## src/rtl/pe_arbiter.sv

```systemverilog
// pe_arbiter: grants one shared resource to one of NREQ requesters.
// The grant is held until the owner signals done, drops its request, or
// reaches the hold limit. After that comes one turnaround cycle and then a
// fresh decision. Fixed-priority mode (index 7 highest) and rotating mode
// are both supported.
module pe_arbiter #(
  parameter int NREQ     = 8,
  parameter int IDXW     = 3,
  parameter int MAX_HOLD = 16
) (
  input  logic            clk,
  input  logic            rst_n,
  input  logic            en_n,
  input  logic            rr_mode,
  input  logic [NREQ-1:0] req,
  input  logic            done,
  output logic [NREQ-1:0] gnt,
  output logic [IDXW-1:0] gnt_idx,
  output logic            gnt_vld,
  output logic            busy,
  output logic            timeout
);

  // A MAX_HOLD of 0 means "no limit"; keep the counter at least 1 bit wide.
  localparam int HCW = (MAX_HOLD > 0) ? $clog2(MAX_HOLD + 1) : 1;
  localparam logic [HCW-1:0] HOLD_SAT  = HCW'((MAX_HOLD > 0) ? MAX_HOLD : 0);
  localparam logic [HCW-1:0] HOLD_LAST = HCW'((MAX_HOLD > 0) ? MAX_HOLD - 1 : 0);

  typedef enum logic [1:0] {IDLE, GRANT, RELEASE} state_t;

  state_t          state, state_nxt;
  logic [NREQ-1:0] gnt_nxt;
  logic [IDXW-1:0] idx_nxt;
  logic            vld_nxt;
  logic            timeout_nxt;
  logic [HCW-1:0]  hold_cnt, hold_nxt;
  logic [IDXW-1:0] rr_ptr, rr_nxt;
  logic [IDXW-1:0] owner, owner_nxt;

  logic [IDXW-1:0] fixed_win, rr_win, cand, win;
  logic            rr_found;
  logic            owner_exit, limit_exit;

  // Winner selection: highest set bit, or first set bit searching downward from rr_ptr.
  always_comb begin
    fixed_win = '0;
    rr_win    = '0;
    rr_found  = 1'b0;
    cand      = '0;
    for (int i = 0; i < NREQ; i++) begin
      if (req[i]) fixed_win = IDXW'(i);
    end
    for (int i = 0; i < NREQ; i++) begin
      cand = rr_ptr - IDXW'(i);
      if (!rr_found && req[cand]) begin
        rr_win   = cand;
        rr_found = 1'b1;
      end
    end
    win = rr_mode ? rr_win : fixed_win;
  end

  // Next-state and next-output logic for the IDLE -> GRANT -> RELEASE cycle.
  always_comb begin
    state_nxt   = state;
    gnt_nxt     = gnt;
    idx_nxt     = gnt_idx;
    vld_nxt     = gnt_vld;
    timeout_nxt = 1'b0;
    hold_nxt    = hold_cnt;
    rr_nxt      = rr_ptr;
    owner_nxt   = owner;
    owner_exit  = done || !req[owner];
    limit_exit  = (MAX_HOLD != 0) && (hold_cnt == HOLD_LAST);
    case (state)
      IDLE: begin
        gnt_nxt = '0;
        idx_nxt = '0;
        vld_nxt = 1'b0;
        if (!en_n && (|req)) begin
          state_nxt = GRANT;
          gnt_nxt   = NREQ'(1) << win;
          idx_nxt   = win;
          owner_nxt = win;
          vld_nxt   = 1'b1;
          hold_nxt  = '0;
        end
      end
      GRANT: begin
        if (hold_cnt != HOLD_SAT) hold_nxt = hold_cnt + HCW'(1);
        if (owner_exit || limit_exit) begin
          state_nxt   = RELEASE;
          gnt_nxt     = '0;
          idx_nxt     = '0;
          vld_nxt     = 1'b0;
          timeout_nxt = !owner_exit;
        end
      end
      RELEASE: begin
        state_nxt = IDLE;
        rr_nxt    = owner - IDXW'(1);
      end
      default: begin
        state_nxt = IDLE;
        gnt_nxt   = '0;
        idx_nxt   = '0;
        vld_nxt   = 1'b0;
      end
    endcase
  end

  // State and registered outputs; reset drops any grant immediately.
  always_ff @(posedge clk or negedge rst_n) begin
    if (!rst_n) begin
      state    <= IDLE;
      gnt      <= '0;
      gnt_idx  <= '0;
      gnt_vld  <= 1'b0;
      timeout  <= 1'b0;
      hold_cnt <= '0;
      rr_ptr   <= IDXW'(NREQ - 1);
      owner    <= '0;
    end else begin
      state    <= state_nxt;
      gnt      <= gnt_nxt;
      gnt_idx  <= idx_nxt;
      gnt_vld  <= vld_nxt;
      timeout  <= timeout_nxt;
      hold_cnt <= hold_nxt;
      rr_ptr   <= rr_nxt;
      owner    <= owner_nxt;
    end
  end

  assign busy = (state != IDLE);

endmodule

```

## config.mk

```make
export PLATFORM = sky130hd
export DESIGN_NAME = pe_arbiter
export DESIGN_NICKNAME = d
export VERILOG_FILES = /design/src/rtl/pe_arbiter.sv
export SDC_FILE = /design/constraint.sdc
export NUM_CORES = 1
export LEC_CHECK = 0
export ABC_CLOCK_PERIOD_IN_PS = 3900
export BUFFER_PORTS_ARGS = -buffer_cell sky130_fd_sc_hd__buf_2
export CAP_MARGIN = 30
export CELL_PAD_IN_SITES_DETAIL_PLACEMENT = 0
export CELL_PAD_IN_SITES_GLOBAL_PLACEMENT = 2
export CORE_ASPECT_RATIO = 0.9
export CORE_MARGIN = 2
export CORE_UTILIZATION = 37
export DETAILED_ROUTE_END_ITERATION = 10
export GPL_TIMING_DRIVEN = 0
export PLACE_DENSITY_LB_ADDON = 0.1
export SYNTH_ARGS = -nofsm -noshare
export SYNTH_HDL_FRONTEND = slang
export SYNTH_SLANG_ARGS = --single-unit
```

## constraint.sdc

```tcl
create_clock -name clk -period 3.9 [get_ports clk]
set_clock_uncertainty 0.15 [all_clocks]
set_input_delay 0.39 -clock clk [delete_from_list [all_inputs] [get_ports clk]]
set_output_delay 0.39 -clock clk [all_outputs]
set_load 0.005 [all_outputs]
```

Yosys cells after proc, flatten, opt, wreduce, memory -nomap -nowiden

Cells that the tools add are included.

Register bits after elaboration: 26
Input bits: 13
Output and inout port bits: 14
Word-level logic and storage cells: 121

Add/sub/neg operators: 9
Magnitude comparators: 9
Equal/unequal tests: 7
Shifts and indexed selects: 1
Multiplexer cells: 58
Bitwise operators: 1
Reductions and logical operators: 28

Operators by type and width:

| cell                                                                  | number |
|---|---|
| 3-bit 2-to-1 mux                                                      | 15 |
| 3-bit by 4-bit < comparator with 1-bit output, second input constant  | 9 |
| 1-bit binary-select mux with 3-bit select                             | 9 |
| 8-bit case mux with 3 select lines                                    | 1 |
| 1-bit 2-to-1 mux                                                      | 21 |
| 8-bit 2-to-1 mux                                                      | 2 |
| 3-bit subtractor, second input constant                               | 4 |
| 1-bit logical NOT                                                     | 10 |
| 5-bit 2-to-1 mux                                                      | 2 |
| 5-bit case mux with 2 select lines                                    | 1 |
| 3-bit case mux with 3 select lines                                    | 1 |
| 1-bit logical AND                                                     | 8 |
| 2-bit 2-to-1 mux                                                      | 4 |
| 8-bit OR reduction                                                    | 1 |
| 1-bit by 3-bit left shift with 8-bit output, first input constant     | 1 |
| 2-bit != test, second input constant                                  | 3 |
| 2-bit AND reduction                                                   | 3 |
| 3-bit by 1-bit subtractor with 3-bit output, second input constant    | 2 |
| 3-bit by 2-bit subtractor with 3-bit output, second input constant    | 2 |
| 5-bit by 1-bit adder with 5-bit output, second input constant         | 1 |
| 5-bit by 4-bit equality test with 1-bit output, second input constant | 1 |
| 5-bit != test, second input constant                                  | 1 |
| 2-bit case mux with 2 select lines                                    | 1 |
| 2-bit nonzero test                                                    | 2 |
| 7 further kinds                                                       | 8 |

Depth between registers and ports, before layout

Depth after elaboration: 28
Depth in mapped cells: 14
Depth with buffers taken out: 10

Worst setup path after synthesis

OpenSTA, ideal clock, no wires.

Path kind: register to register
Start point: register rr_ptr[1]
End point: register gnt[0]
Setup time: 95 ps
Arrival time: 3,012 ps
Required time: 3,655 ps
Setup slack: 643 ps
Cell stages (with the launch flop): 15
Buffers on the path: 4
Period minus slack after synthesis: 3,257 ps
Path through: dfstp_2 > buf_6 > buf_2 > inv_1 > ha_1 > buf_6 > buf_6 > mux2i_1 > mux2i_1 > o211a_1 > nor3_4 > nand3_2 > or2_1 > o211a_2 > o31ai_1

Cells in the longest elaborated chain, start to end: 28
Elaborated cells on any way between the ends: 56
Classes of those cells: add/sub: 7; shift: 1; mux: 34; reduce/logical: 14

Ends and longest elaborated chain:

| what                                                                                 | RTL line | RTL |
|---|---|---|
| from (decl)                                                                          | 37       | `logic [IDXW-1:0] rr_ptr, rr_nxt;` |
| from (signal assigned)                                                               | 121      | `rr_ptr <= IDXW'(NREQ - 1);` |
| from (signal assigned)                                                               | 130      | `rr_ptr <= rr_nxt;` |
| branches (longest 23 deep; another with 3-bit by 1-bit subtractor with 3-bit output) | n/a      |  |
| 3-bit 2-to-1 mux (*)                                                                 | 55       | `if (!rr_found && req[cand]) begin` |
| 3-bit 2-to-1 mux (*)                                                                 | 60       | `win = rr_mode ? rr_win : fixed_win;` |
| 1-bit by 3-bit left shift with 8-bit output (*)                                      | 82       | `gnt_nxt = NREQ'(1) << win;` |
| 8-bit 2-to-1 mux (*)                                                                 | 80       | `if (!en_n && (\|req)) begin` |
| 8-bit case mux with 3 select lines (*)                                               | 75       | `case (state)` |
| to (signal assigned)                                                                 | 125      | `gnt <= gnt_nxt;` |
| to (decl)                                                                            | 17       | `output logic [NREQ-1:0] gnt,` |

Mark *: on every way between the ends. The select of a mux whose other input is x is not followed.
A chain may end at the register's enable or synchronous reset.

Final worst setup path

Start point: register rr_ptr[0]
End point: register gnt[3]

The elaborated chain is that of the path after synthesis.

==> results.py <==
metrics = {
    "logic_synthesis": {
        "ys_async_sr_fraction_pct": 100,
        "ys_top_cells_by_area": "dfrtp_1 25%, mux4_2 11%, mux2i_1 6.5%",
        "yosysWarnings": 0,
        "synthTopCellsByCount": "38 x nand2_1, 23 x dfrtp_1, 17 x o21ai_0",
        "synth-edff-count": 0,
        "ys_dominant_reg_cell": "dfrtp_1",
        "synth_top_area_cell": "dfrtp_1",
        "mappedNetlistArea_mm2": 0.00231,
        "synth_top_area_share_pct": 24.9,
        "avgSynthCellArea_um2": 9.48,
        "synthCells": 244,
        "synthMostInstantiatedCell": "nand2_1",
        "synth.distinct_cells": 57,
        "synth-seq-cells": 26,
        "synth_nets": 263,
        "synth-seq-area-share_pct": 28.3,
    },
    "place": {
        "io_buffers": 19,
        "dp_hpwl_mm": 4.35,
        "place_ws_ns": -0.00912,
        "place.gp.congestion": 0.813,
        "placed_area_mm2": 0.00250,
    },
    "worst_setup_path": {
        "cp_slowest_cell": "dfstp_2",
        "rr_worst_depth": 13,
        "arrival_ns": 3.52,
        "critPathLaunchType": "register",
        "end_kind": "register",
        "crit_required_ns": 3.94,
        "path_class": "register to register",
        "critPathMaxFanout": 10,
        "cpPeakStageDelay_ns": 0.56,
        "path_common_cell": "buf_6",
        "crit_chain": "buf_6, inv_4, ha_1, buf_6, buf_6, mux2i_2, mux2i_1, o211a_1, nor3_4, nand3_2, o211ai_2, nand4_2, o31ai_1",
    },
    "routing": {
        "via_count": 1899,
        "drtAntennaViolNets": 0,
        "vias_per_cell": 5.59,
        "avgRoutedWirePerCell_um": 17.1,
        "first_pass_iters": 4,
        "drtIter0Drc": 85,
        "drc": 0,
        "wirelength_mm": 5.83,
    },
    "sta": {
        "final_max_slew_viol_count": 0,
        "hold_viol_final": 0,
        "period_share_pct": 89.3,
        "setup_viol": 0,
        "max_freq_mhz": 287,
        "slew_headroom_pct": 60.1,
        "hold_slack_ns": 0.232,
        "worstMarginPinSlew_ns": 0.594,
        "rsz0062_at_grt": "false",
        "setup_ws_ns": 0.417,
        "fin_crit_ns": 3.48,
    },
    "layout": {
        "post_route_cells_drive_above_1_share_pct": 30.2,
        "area_growth_pct": 12.7,
        "fin_area_mm2": 0.00261,
        "final_nets": 288,
        "num_antenna_cells": 0,
        "fillers": 642,
    },
    "die": {
        "die_w_um": 87.3,
        "start_util_pct": 38.0,
        "core_mm2": 0.00608,
        "rows": 27,
        "dieArea_mm2": 0.00690,
        "die_y_um": 79.0,
        "io_pins": 27,
    },
    "min_path": {
        "min_path_type": "input port to register",
        "hold_path_depth": 3,
    },
    "clock_tree": {
        "cts_sinks": 26,
        "path_clk_slew_ns": 0.10,
        "clock_path_buffers": 2,
        "cts_max_level": 1,
        "numCtsBuffers": 3,
        "clock_latency_ns": 0.27,
        "cts_tree": "yes",
        "cts_root_buffer": "clkbuf_8",
    },
    "power_and_ir_drop": {
        "seq_power_share_pct": 18.5,
        "p_sw_mw": 1.17,
        "p_comb_share_pct": 72.2,
        "sw_frac_of_total_pct": 47.9,
        "leakagePower_nw": 1.13,
        "vdd.ir_drop.worst_uv": 637,
        "powerDensity_mw_per_mm2": 938,
        "power_mw": 2.44,
        "p_int_mw": 1.27,
        "power_frac_clock_pct": 9.3,
    },
    "grt": {
        "grt_pass1_vias": 1917,
        "gr-usage-all-layers_pct": 18.4,
        "grt_pass1_wl_mm": 10.0,
        "grt_max_degree": 27,
        "antenna_found_initial": 0,
        "overflow": 0,
    },
    "outcome": {
        "status": "complete, no violations",
    },
    "job": {
        "drv_cap": 0,
    },
}
[metrics by stage]
stage | setup TNS, ns | util (%) | cells
after floorplan | 0 | - | 244
after global placement | 0 | 41.1 | 335
after detailed placement | -0.0182 | 41.1 | 335
after CTS | 0 | 42.5 | 341
after global routing | 0 | 42.8 | 340
final | 0 | 42.8 | 340
[final cells by class]
| cell class | instances | area (um2) | area share (%) |
|---|---|---|---|
| clock inverter | 1 | 30.0 | 1.15 |
| tap | 72 | 90.1 | 3.46 |
| clock buffer | 3 | 41.3 | 1.59 |
| timing repair buffer | 21 | 113 | 4.32 |
| buffer | 15 | 98.8 | 3.79 |
| multi-input combinational | 189 | 1530 | 58.6 |
| sequential | 26 | 654 | 25.1 |
| inverter | 13 | 51.3 | 1.97 |
[power by group through the flow]
| stage | sequential [mW] | clock [mW] | combinational [mW] |
|---|---|---|---|
| after detailed placement | 0.454 | 0 | 1.71 |
| after global routing | 0.467 | 0.241 | 1.96 |
| after floorplan | 0.443 | 0 | 1.34 |
| final | 0.451 | 0.228 | 1.76 |
| after global placement | 0.453 | 0 | 1.71 |
| after CTS | 0.450 | 0.233 | 1.72 |
[path summary, 6_finish.rpt]
kind	slack [ns]	end	from
setup / recovery	0.42	gnt[3]	rr_ptr[0]
hold / removal	0.23	timeout	done
setup reg to reg	0.42	gnt[3]	rr_ptr[0]
hold reg to reg	0.33	gnt_vld	gnt_vld
max in group asynchronous	2.73	timeout	rst_n
min in group asynchronous	0.48	gnt[2]	rst_n
[worst max-delay path, delay by kind of cell (launching register included)]
family | cells | cell delay (ns)
multiplexers | 2 | 0.42
adder cells (fa/ha/maj) | 1 | 0.30
buffers and inverters | 4 | 0.54
AO/OA/AOI/OAI | 3 | 0.79
flip-flops | 1 | 0.56
AND/OR/NAND/NOR | 3 | 0.62
[per-layer routing]
layer	track usage [%]	vias up	part of all wire (%)
li1	-	942	-
met1	30.4	923	54
met2	26.2	34	42
met3	2.81	0	3.8
met4	0.923	0	0
met5	0	-	0
[sequential cells by signal (all words and copies together) (netlist names)]
signal and count:
gnt_idx 3, owner 3, rr_ptr 3, state 2
timeout 1, hold_cnt 5, gnt 8, gnt_vld 1
[layout by cell type, fill, tap and decap left out, types with 3 or more instances in the layout]
| cell | n |
|---|---|
| a21oi_1 | 3 |
| buf_2 | 29 |
| buf_6 | 4 |
| clkbuf_8 | 3 |
| dfrtp_1 | 23 |
| dfstp_2 | 3 |
| ha_1 | 6 |
| inv_1 | 12 |
| mux2_2 | 5 |
| mux2i_1 | 11 |
| mux2i_2 | 6 |
| mux4_2 | 11 |
| nand2_1 | 38 |
| nand2b_1 | 4 |
| nand3_1 | 5 |
| nor2_1 | 16 |
| nor3_1 | 5 |
| o211ai_1 | 4 |
| o21ai_0 | 16 |
| o31ai_1 | 11 |
| xnor2_1 | 3 |
| xor2_1 | 3 |
[kinds of logic after synthesis]
group / synth area share, %
mux: 23.4
fa+ha+maj: 3.25
buf+inv: 6.71
xor+xnor: 2.98
flops: 28.3
compound gates: 18.5
simple gates: 16.9
[what timing repair did]
| item | 4_1_cts | 5_1_grt |
|---|---|---|
| setup endpoints to repair | 2 | 14 |
| gates resized for setup | 0 | 6 |
| cloned | 0 | 0 |
| hold buffers | 1 | 0 |
| setup buffers | 1 | 0 |
| hold endpoints to repair | 23 | 0 |
| pin swaps | 1 | 1 |
(Power assumes the default switching activity.)
